**config.mk**
```make
export PLATFORM = sky130hd
export DESIGN_NAME = joystick_serial_reader
export DESIGN_NICKNAME = d
export VERILOG_FILES = /design/src/rtl/joystick_serial_reader.sv
export SDC_FILE = /design/constraint.sdc
export NUM_CORES = 1
export LEC_CHECK = 0
export CORE_MARGIN = 2
export CORE_UTILIZATION = 25
export CTS_CLUSTER_DIAMETER = 80
export DETAILED_ROUTE_END_ITERATION = 6
export PLACE_DENSITY = 0.52
export SKIP_CTS_REPAIR_TIMING = 1
export SKIP_LAST_GASP = 1
export SYNTH_ARGS = -nofsm -noshare
export SYNTH_HDL_FRONTEND = slang
export SYNTH_SLANG_ARGS = --single-unit
```
**constraint.sdc**
```tcl
create_clock -name sysclk -period 2 [get_ports sysclk]
set_clock_uncertainty 0.15 [all_clocks]
set_input_delay 0.2 -clock sysclk [delete_from_list [all_inputs] [get_ports sysclk]]
set_output_delay 0.2 -clock sysclk [all_outputs]
set_load 0.005 [all_outputs]
```
**src/rtl/joystick_serial_reader.sv**
```systemverilog
`default_nettype none
// +----------------------------------------------------------------------------+
// | Module   : joystick_serial_reader                                          |
// | Brief    : Scans two joysticks through a 16-bit 74HC165 chain and presents |
// |            the 16 active-low states atomically once per scan.              |
// |            Optional JOY_SCAN_DEGLITCH_EN: outputs only follow a shadow     |
// |            that matches the previous scan.                                 |
// | Revision : 1.0 - initial release                                           |
// +----------------------------------------------------------------------------+
module joystick_serial_reader #(
    parameter int CLKDIV   = 14,
    parameter int GAPTICKS = 1000
) (
    input  logic sysclk,
    input  logic reset_n,
    input  logic joy_data,
    output logic joy_clk,
    output logic joy_load_n,
    output logic joy1up,
    output logic joy1down,
    output logic joy1left,
    output logic joy1right,
    output logic joy1fire1,
    output logic joy1fire2,
    output logic joy1fire3,
    output logic joy1start,
    output logic joy2up,
    output logic joy2down,
    output logic joy2left,
    output logic joy2right,
    output logic joy2fire1,
    output logic joy2fire2,
    output logic joy2fire3,
    output logic joy2start,
    output logic scan_done
);

    typedef enum logic [2:0] {
        S_LOAD   = 3'd0,
        S_SHLO   = 3'd1,
        S_SHHI   = 3'd2,
        S_UPDATE = 3'd3,
        S_GAP    = 3'd4
    } state_t;

    localparam logic [7:0]  c_TICK_LAST = 8'(CLKDIV - 1);
    localparam logic [15:0] c_GAP_LAST  = 16'(GAPTICKS - 1);
    localparam bit          c_NO_GAP    = (GAPTICKS == 0);

    state_t      r_state;
    state_t      w_state_nxt;
    logic [7:0]  r_tick;
    logic [15:0] r_gap;
    logic [3:0]  r_idx;
    logic [1:0]  r_sync;
    logic [15:0] r_shadow;
    logic [15:0] r_joy;
    logic        r_clk;
    logic        r_load_n;
    logic        r_done;
    logic        w_tick_end;
    logic        w_clk;
    logic        w_load_n;
    logic        w_update;
    logic        w_joy_load;

    assign w_tick_end = (r_tick == c_TICK_LAST);
    assign w_update   = (r_state == S_UPDATE);

    always_ff @(posedge sysclk or negedge reset_n) begin
        if (!reset_n) begin
            r_state <= S_LOAD;
        end else begin
            r_state <= w_state_nxt;
        end
    end

    always_comb begin
        w_state_nxt = r_state;
        w_clk       = 1'b0;
        w_load_n    = 1'b1;
        unique case (r_state)
            S_LOAD: begin
                w_load_n = 1'b0;
                if (w_tick_end) w_state_nxt = S_SHLO;
            end
            S_SHLO: begin
                if (w_tick_end) w_state_nxt = S_SHHI;
            end
            S_SHHI: begin
                w_clk = 1'b1;
                if (w_tick_end) w_state_nxt = (r_idx == 4'd15) ? S_UPDATE : S_SHLO;
            end
            S_UPDATE: begin
                w_state_nxt = c_NO_GAP ? S_LOAD : S_GAP;
            end
            S_GAP: begin
                if (w_tick_end && (r_gap == c_GAP_LAST)) w_state_nxt = S_LOAD;
            end
            default: w_state_nxt = S_LOAD;
        endcase
    end

    // Tick timebase; UPDATE is a single sysclk cycle and restarts the count.
    always_ff @(posedge sysclk or negedge reset_n) begin
        if (!reset_n) begin
            r_tick <= 8'd0;
            r_gap  <= 16'd0;
            r_idx  <= 4'd0;
        end else begin
            r_tick <= (w_update || w_tick_end) ? 8'd0 : r_tick + 8'd1;
            if (w_update)                          r_gap <= 16'd0;
            else if (r_state == S_GAP && w_tick_end) r_gap <= r_gap + 16'd1;
            if (r_state == S_LOAD && w_tick_end)   r_idx <= 4'd0;
            else if (r_state == S_SHHI && w_tick_end && r_idx != 4'd15) r_idx <= r_idx + 4'd1;
        end
    end

    always_ff @(posedge sysclk or negedge reset_n) begin
        if (!reset_n) begin
            r_sync   <= 2'b11;
            r_shadow <= 16'hFFFF;
            r_clk    <= 1'b0;
            r_load_n <= 1'b1;
            r_done   <= 1'b0;
        end else begin
            r_sync   <= {r_sync[0], joy_data};
            if (r_state == S_SHLO && w_tick_end) r_shadow[r_idx] <= r_sync[1];
            r_clk    <= w_clk;
            r_load_n <= w_load_n;
            r_done   <= w_update;
        end
    end

`ifdef JOY_SCAN_DEGLITCH_EN
    logic [15:0] r_prev;

    always_ff @(posedge sysclk or negedge reset_n) begin
        if (!reset_n) begin
            r_prev <= 16'hFFFF;
        end else if (w_update) begin
            r_prev <= r_shadow;
        end
    end

    assign w_joy_load = (r_shadow == r_prev);
`else
    assign w_joy_load = 1'b1;
`endif

    always_ff @(posedge sysclk or negedge reset_n) begin
        if (!reset_n) begin
            r_joy <= 16'hFFFF;
        end else if (w_update && w_joy_load) begin
            r_joy <= r_shadow;
        end
    end

    assign joy_clk    = r_clk;
    assign joy_load_n = r_load_n;
    assign scan_done  = r_done;
    assign joy1up     = r_joy[0];
    assign joy1down   = r_joy[1];
    assign joy1left   = r_joy[2];
    assign joy1right  = r_joy[3];
    assign joy1fire1  = r_joy[4];
    assign joy1fire2  = r_joy[5];
    assign joy1fire3  = r_joy[6];
    assign joy1start  = r_joy[7];
    assign joy2up     = r_joy[8];
    assign joy2down   = r_joy[9];
    assign joy2left   = r_joy[10];
    assign joy2right  = r_joy[11];
    assign joy2fire1  = r_joy[12];
    assign joy2fire2  = r_joy[13];
    assign joy2fire3  = r_joy[14];
    assign joy2start  = r_joy[15];

endmodule
`default_nettype wire

```
Word level (Yosys, flattened, before mapping)
Cells that the tools add are included.
W data, S select, Z words.
{"block": "word_totals", "rom_bits": 0, "n_memories": 0, "ramBits": 0, "register_bits": 68, "wordCells": 55, "input_bits": 3, "latch_bits": 0}
{"block": "op_classes", "n_eq_ne": 12, "mul": 0, "n_shift": 0, "n_reduce_logical": 12, "addsub": 3, "div": 0, "n_mux": 16, "n_bitwise": 0, "magnitude_cmp": 2}
{"op": "$mux W16", "n": 2}
{"op": "$add A16 B1 Y16 const B", "n": 1}
{"op": "$bwmux W16", "n": 1}
{"op": "$eq A16 B10 Y1 const B", "n": 1}
{"op": "$pmux W3 S5", "n": 1}
{"op": "$mux W3", "n": 4}
{"op": "$add A8 B1 Y8 const B", "n": 1}
{"op": "$eq A8 B4 Y1 const B", "n": 1}
{"op": "$mux W4", "n": 2}
{"op": "$mux W8", "n": 1}
{"op": "$ne A2 B2 Y1 const B", "n": 4}
{"op": "$logic_and A1 B1 Y1", "n": 7}
{"op": "$eq A3 B2 Y1 const B", "n": 2}
{"op": "$lt A4 B5 Y1 const B", "n": 1}
{"op": "$add A4 B1 Y4 const B", "n": 1}
{"op": "$demux W1 S4", "n": 1}
{"op": "$eq A4 B4 Y1 const B", "n": 1}
{"op": "$ge A4 B1 Y1 const B", "n": 1}
{"op": "$ne A4 B4 Y1 const B", "n": 1}
{"op": "$reduce_and A4 Y1", "n": 1}
{"op": "$reduce_bool A2 Y1", "n": 2}
{"op": "$eq A3 B1 Y1 const B", "n": 1}
{"op": "$eq A3 B3 Y1 const B", "n": 1}
{"op": "$logic_not A3 Y1", "n": 1}
{"op": "other kinds (3)", "n": 5}

Depth between registers and ports, before layout
{"block": "depth", "word_depth": 5, "depth_mapped": 8, "depth_no_buf": 6}

Worst setup path after synthesis
Ideal clock, no wire load.
{"block": "synth_path", "kind": "register -> register", "from": "register r_tick[1]", "to": "register r_shadow[12]", "path_buffers": 0, "arrival_ns": 1.692, "stages_incl_launch_ff": 7, "slack_ns": 0.074, "setup_time_ns": 0.085, "cell_sequence": "dfrtp_1 inv_1 ha_1 nand4b_1 nor4_4 nand3_1 mux2_1"}
{"block": "synth_between", "elab_chain_len": 2}
{"element": "start, declared", "line": "52", "rtl": "logic [7:0] r_tick;"}
{"element": "start signal, assigned", "line": "111", "rtl": "r_tick <= (w_update || w_tick_end) ? 8'd0 : r_tick + 8'd1;"}
{"element": "$eq A8 B4 Y1", "line": "67", "rtl": "assign w_tick_end = (r_tick == c_TICK_LAST);"}
{"element": "$logic_and A1 B1 Y1", "line": "128", "rtl": "if (r_state == S_SHLO && w_tick_end) r_shadow[r_idx] <= r_sync[1];"}
{"element": "end signal, assigned by index", "line": "128"}
{"element": "end, declared", "line": "56", "rtl": "logic [15:0] r_shadow;"}
Every way passes these cells.
A chain may end at the register's enable or synchronous reset.

Worst setup path in the final report
{"block": "layout_path", "from": "register r_tick[1]", "to": "register r_shadow[13]"}
Same word-level chain as after synthesis.

==> flow_results.xml <==
<?xml version="1.0" encoding="UTF-8"?>
<metrics>
  <group name="outcome">
    <metric name="run_status" unit="">finished, final reports clean</metric>
  </group>
  <group name="synthesis">
    <metric name="yosysWarningCount" unit="">0</metric>
    <metric name="yosysUniqueCellTypes" unit="">42</metric>
    <metric name="synth_top_cells_by_count" unit="">nand2_1 (76), dfstp_2 (35), dfrtp_1 (33), nor2_1 (19), mux2_2 (15)</metric>
    <metric name="syn_nets" unit="">332</metric>
    <metric name="synth-edff-count" unit="">0</metric>
    <metric name="sequential_share_of_the_synthesized_area" unit="%">54.07</metric>
    <metric name="syn-cell-area" unit="um2">3228</metric>
    <metric name="synthTopCellsByArea" unit="">dfstp_2 (28%), dfrtp_1 (26%), nand2_1 (8.8%)</metric>
    <metric name="syn_area_per_cell" unit="um2">10.03</metric>
    <metric name="synthMostInstantiatedCell" unit="">nand2_1</metric>
    <metric name="synth_top_family_by_area" unit="">simple AND/OR/NAND/NOR gates</metric>
    <metric name="yosys_register_bits" unit="">68</metric>
    <metric name="synth_compound_gate_area_share" unit="%">4.767</metric>
    <metric name="ys_async_sr_fraction" unit="%">100.0</metric>
    <metric name="library_cell_occupying_the_most_area_in_the_post_synthesis_netlist" unit="">dfstp_2</metric>
    <metric name="post_synth_mux_area_share" unit="%">6.512</metric>
    <metric name="synth_flop_cell" unit="">dfstp_2</metric>
    <metric name="synth_top_area_share" unit="%">28.49</metric>
    <metric name="simple_gate_portion_of_the_synthesized_area" unit="%">26.43</metric>
    <metric name="synth_adder_area_share" unit="%">2.713</metric>
    <metric name="syn-instance-count" unit="">322</metric>
    <metric name="synth-xor-area-share" unit="%">2.984</metric>
  </group>
  <group name="finish">
    <metric name="fill_cells" unit="">1310</metric>
    <metric name="instances_no_fill" unit="">550</metric>
    <metric name="fin_nets" unit="">383</metric>
    <metric name="post_route_cells_drive_above_1_share" unit="%">28.84</metric>
    <metric name="area_growth" unit="%">29.69</metric>
    <metric name="n_antenna_cell" unit="">0</metric>
  </group>
  <group name="placed_design">
    <metric name="gpl.final_weighted_congestion" unit="">0.8244</metric>
    <metric name="port-buffer-count" unit="">21</metric>
    <metric name="dpl.hpwl" unit="um">4945</metric>
    <metric name="placed_cells" unit="">531</metric>
  </group>
  <group name="min_path">
    <metric name="worst_hold_path_type" unit="">input pin to flop</metric>
    <metric name="hold_path_startpoint" unit="">joy_data</metric>
  </group>
  <group name="timing">
    <metric name="setup_viol_count_final" unit="">0</metric>
    <metric name="final.min_clock_period" unit="ps">1929</metric>
    <metric name="grt_setup_unrepaired" unit="">yes</metric>
    <metric name="fin_setup_tns" unit="ps">0</metric>
    <metric name="final_hold_violation_count" unit="">0</metric>
    <metric name="worst_pin_slew" unit="ps">523.9</metric>
    <metric name="min_period_over_period" unit="%">96.43</metric>
    <metric name="finalMaxSlewViolations" unit="">0</metric>
    <metric name="timing.max_slew.rel_slack" unit="%">65.07</metric>
    <metric name="maxClockFrequency" unit="GHz">0.5185</metric>
  </group>
  <group name="clocking">
    <metric name="cts.root.buffer_cell" unit="">clkbuf_16</metric>
    <metric name="cts_buffers" unit="">9</metric>
    <metric name="clk_path_buf_depth" unit="">2</metric>
    <metric name="cts_num_sinks" unit="">68</metric>
    <metric name="cts_tree" unit="">done</metric>
    <metric name="path_clk_slew" unit="ps">50</metric>
    <metric name="htree_levels" unit="">3</metric>
    <metric name="later_pin_clock_latency_in_the_skew_report" unit="ps">330</metric>
  </group>
  <group name="floorplan">
    <metric name="fp.dieH" unit="um">117.6</metric>
    <metric name="die_area" unit="um2">13840</metric>
    <metric name="boundaryPins" unit="">22</metric>
    <metric name="fp.coreArea" unit="um2">12620</metric>
    <metric name="fp-row-count" unit="">41</metric>
    <metric name="die_w" unit="um">117.6</metric>
    <metric name="initial_core_util" unit="%">25.58</metric>
  </group>
  <group name="setup_path">
    <metric name="arrival_time_of_the_worst_setup_path" unit="ps">2040</metric>
    <metric name="worst-r2r-setup-slack" unit="ps">70</metric>
    <metric name="cp_top_family" unit="">simple AND/OR/NAND/NOR gates</metric>
    <metric name="critical_path.max_stage_delay" unit="ps">380</metric>
    <metric name="critical_path.reg2reg.startpoint" unit="">r_tick[1]</metric>
    <metric name="launch_point_of_the_critical_path" unit="">r_tick[1]</metric>
    <metric name="cp_slowest_cell" unit="">dfrtp_1</metric>
    <metric name="cp_cell_sequence" unit="">inv_1, ha_1, and4b_2, nand2_1, nor3_1, mux2_2</metric>
    <metric name="timing_worst_setup_path_type" unit="">flop to flop</metric>
    <metric name="worstPathMaxFanout" unit="">5</metric>
    <metric name="crit_path_end_kind" unit="">flop</metric>
    <metric name="crit_required" unit="ps">2110</metric>
    <metric name="timing.critical_path.from_type" unit="">flop</metric>
    <metric name="crit_buf_inv" unit="">1</metric>
  </group>
  <group name="routing">
    <metric name="ant_nets" unit="">0</metric>
    <metric name="drt-pass1-iter-count" unit="">4</metric>
    <metric name="totalWireLength" unit="um">7081</metric>
    <metric name="vias_per_cell" unit="">4.384</metric>
    <metric name="drc_violations_left" unit="">0</metric>
    <metric name="drt-wirelength-per-cell" unit="um">12.87</metric>
    <metric name="detail_route.iter0.violations" unit="">82</metric>
    <metric name="dr_total_vias" unit="">2411</metric>
  </group>
  <group name="grt">
    <metric name="grt_max_degree" unit="">34</metric>
    <metric name="globalRouteMet2Util" unit="%">16.32</metric>
    <metric name="groute.usage.overall" unit="%">11.01</metric>
    <metric name="global_route.usage.met1" unit="%">14.50</metric>
    <metric name="grt_antenna_before_repair" unit="">0</metric>
    <metric name="grt.met3_usage" unit="%">3.537</metric>
    <metric name="gr-total-overflow" unit="">0</metric>
    <metric name="grt_first_pass_wirelength" unit="um">12080</metric>
    <metric name="busiest_layer" unit="">met2</metric>
    <metric name="grt_pass1_vias" unit="">2431</metric>
  </group>
  <group name="power">
    <metric name="worst_ir_drop_vdd" unit="mV">0.3539</metric>
    <metric name="leakagePower" unit="nW">1.778</metric>
    <metric name="power_density" unit="nW/um2">707.5</metric>
    <metric name="total_power" unit="mW">2.962</metric>
  </group>
  <group name="flow_run">
    <metric name="number_of_max_cap_violations" unit="">0</metric>
  </group>
</metrics>
cell type report:
class | count | area (um2) | area share [%]
clock buffers | 15 | 289.0 | 6.904
clock inverters | 1 | 5.005 | 0.1195
inverters | 7 | 26.28 | 0.6276
multi-input cells | 234 | 1445 | 34.52
flip-flops and latches | 68 | 1745 | 41.69
well taps | 172 | 215.2 | 5.140
repair buffers | 53 | 460.4 | 11.00
layout by cell type, fill, tap and decap left out, types with 3 or more instances in the layout:
cell type         n
a21oi_1          10
and3_1            3
and4_1            4
buf_4            30
clkbuf_1          3
clkbuf_16        10
clkdlybuf4s50_1  20
dfrtp_1          33
dfstp_2          35
ha_1              7
inv_1             7
mux2_2           15
mux2i_1           3
nand2_1          76
nand2b_1          8
nand3_1          12
nand4_1           6
nor2_1           19
nor3_1           10
o21ai_0          11
or3_1             6
xnor2_1           4
xor2_1            7
power breakdown:
part | switching [mW] | internal [mW]
Sequential | 0.00499 | 1.39
Combinational | 0.0282 | 0.00988
Clock | 0.552 | 0.981
Total | 0.585 | 2.38
layer usage:
| metal | vias up | wire [um] |
|---|---|---|
| met2 | 34 | 3131 |
| met5 | - | 0 |
| li1 | 1201 | - |
| met4 | 0 | 152 |
| met3 | 11 | 332 |
| met1 | 1165 | 3464 |
sequential cells by signal (all words and copies together) (netlist names):
| name | flops |
|---|---|
| r_tick | 8 |
| joy_load_n | 1 |
| joy_clk | 1 |
| r_gap | 16 |
| r_joy | 16 |
| scan_done | 1 |
| r_sync | 2 |
| r_idx | 4 |
| r_shadow | 16 |
| r_state | 3 |
through the flow:
| stage | setup WS (ps) | util (%) | hold slack, ps | cell area, um2 |
|---|---|---|---|---|
| 3_3_place_gp | 91.99 | 30.30 | 56.37 | 3824 |
| 2_1_floorplan | 73.71 | - | -245.6 | 3228 |
| 5_1_grt | -7.407 | 33.17 | 124.2 | 4187 |
| 3_5_place_dp | 56.51 | 30.30 | 53.64 | 3824 |
| 6_report | 71.45 | 33.17 | 131.5 | 4187 |
| 4_1_cts | 20.82 | 32.63 | -300.2 | 4118 |
kinds of logic after synthesis:
family / Yosys count
AO/OA/AOI/OAI: 28
flip-flops: 68
buffers and inverters: 20
multiplexers: 19
XOR/XNOR: 11
AND/OR/NAND/NOR: 169
adder cells (fa/ha/maj): 7
final timing paths:
path / endpoint / depth (start not counted)
max in group asynchronous: r_joy[1] / 3
max: r_shadow[13] / 6
max reg2reg: r_shadow[13] / 6
min in group asynchronous: r_tick[2] / 2
min reg2reg: r_sync[1] / 0
min: r_sync[0] / 1
(Power assumes the default switching activity.)
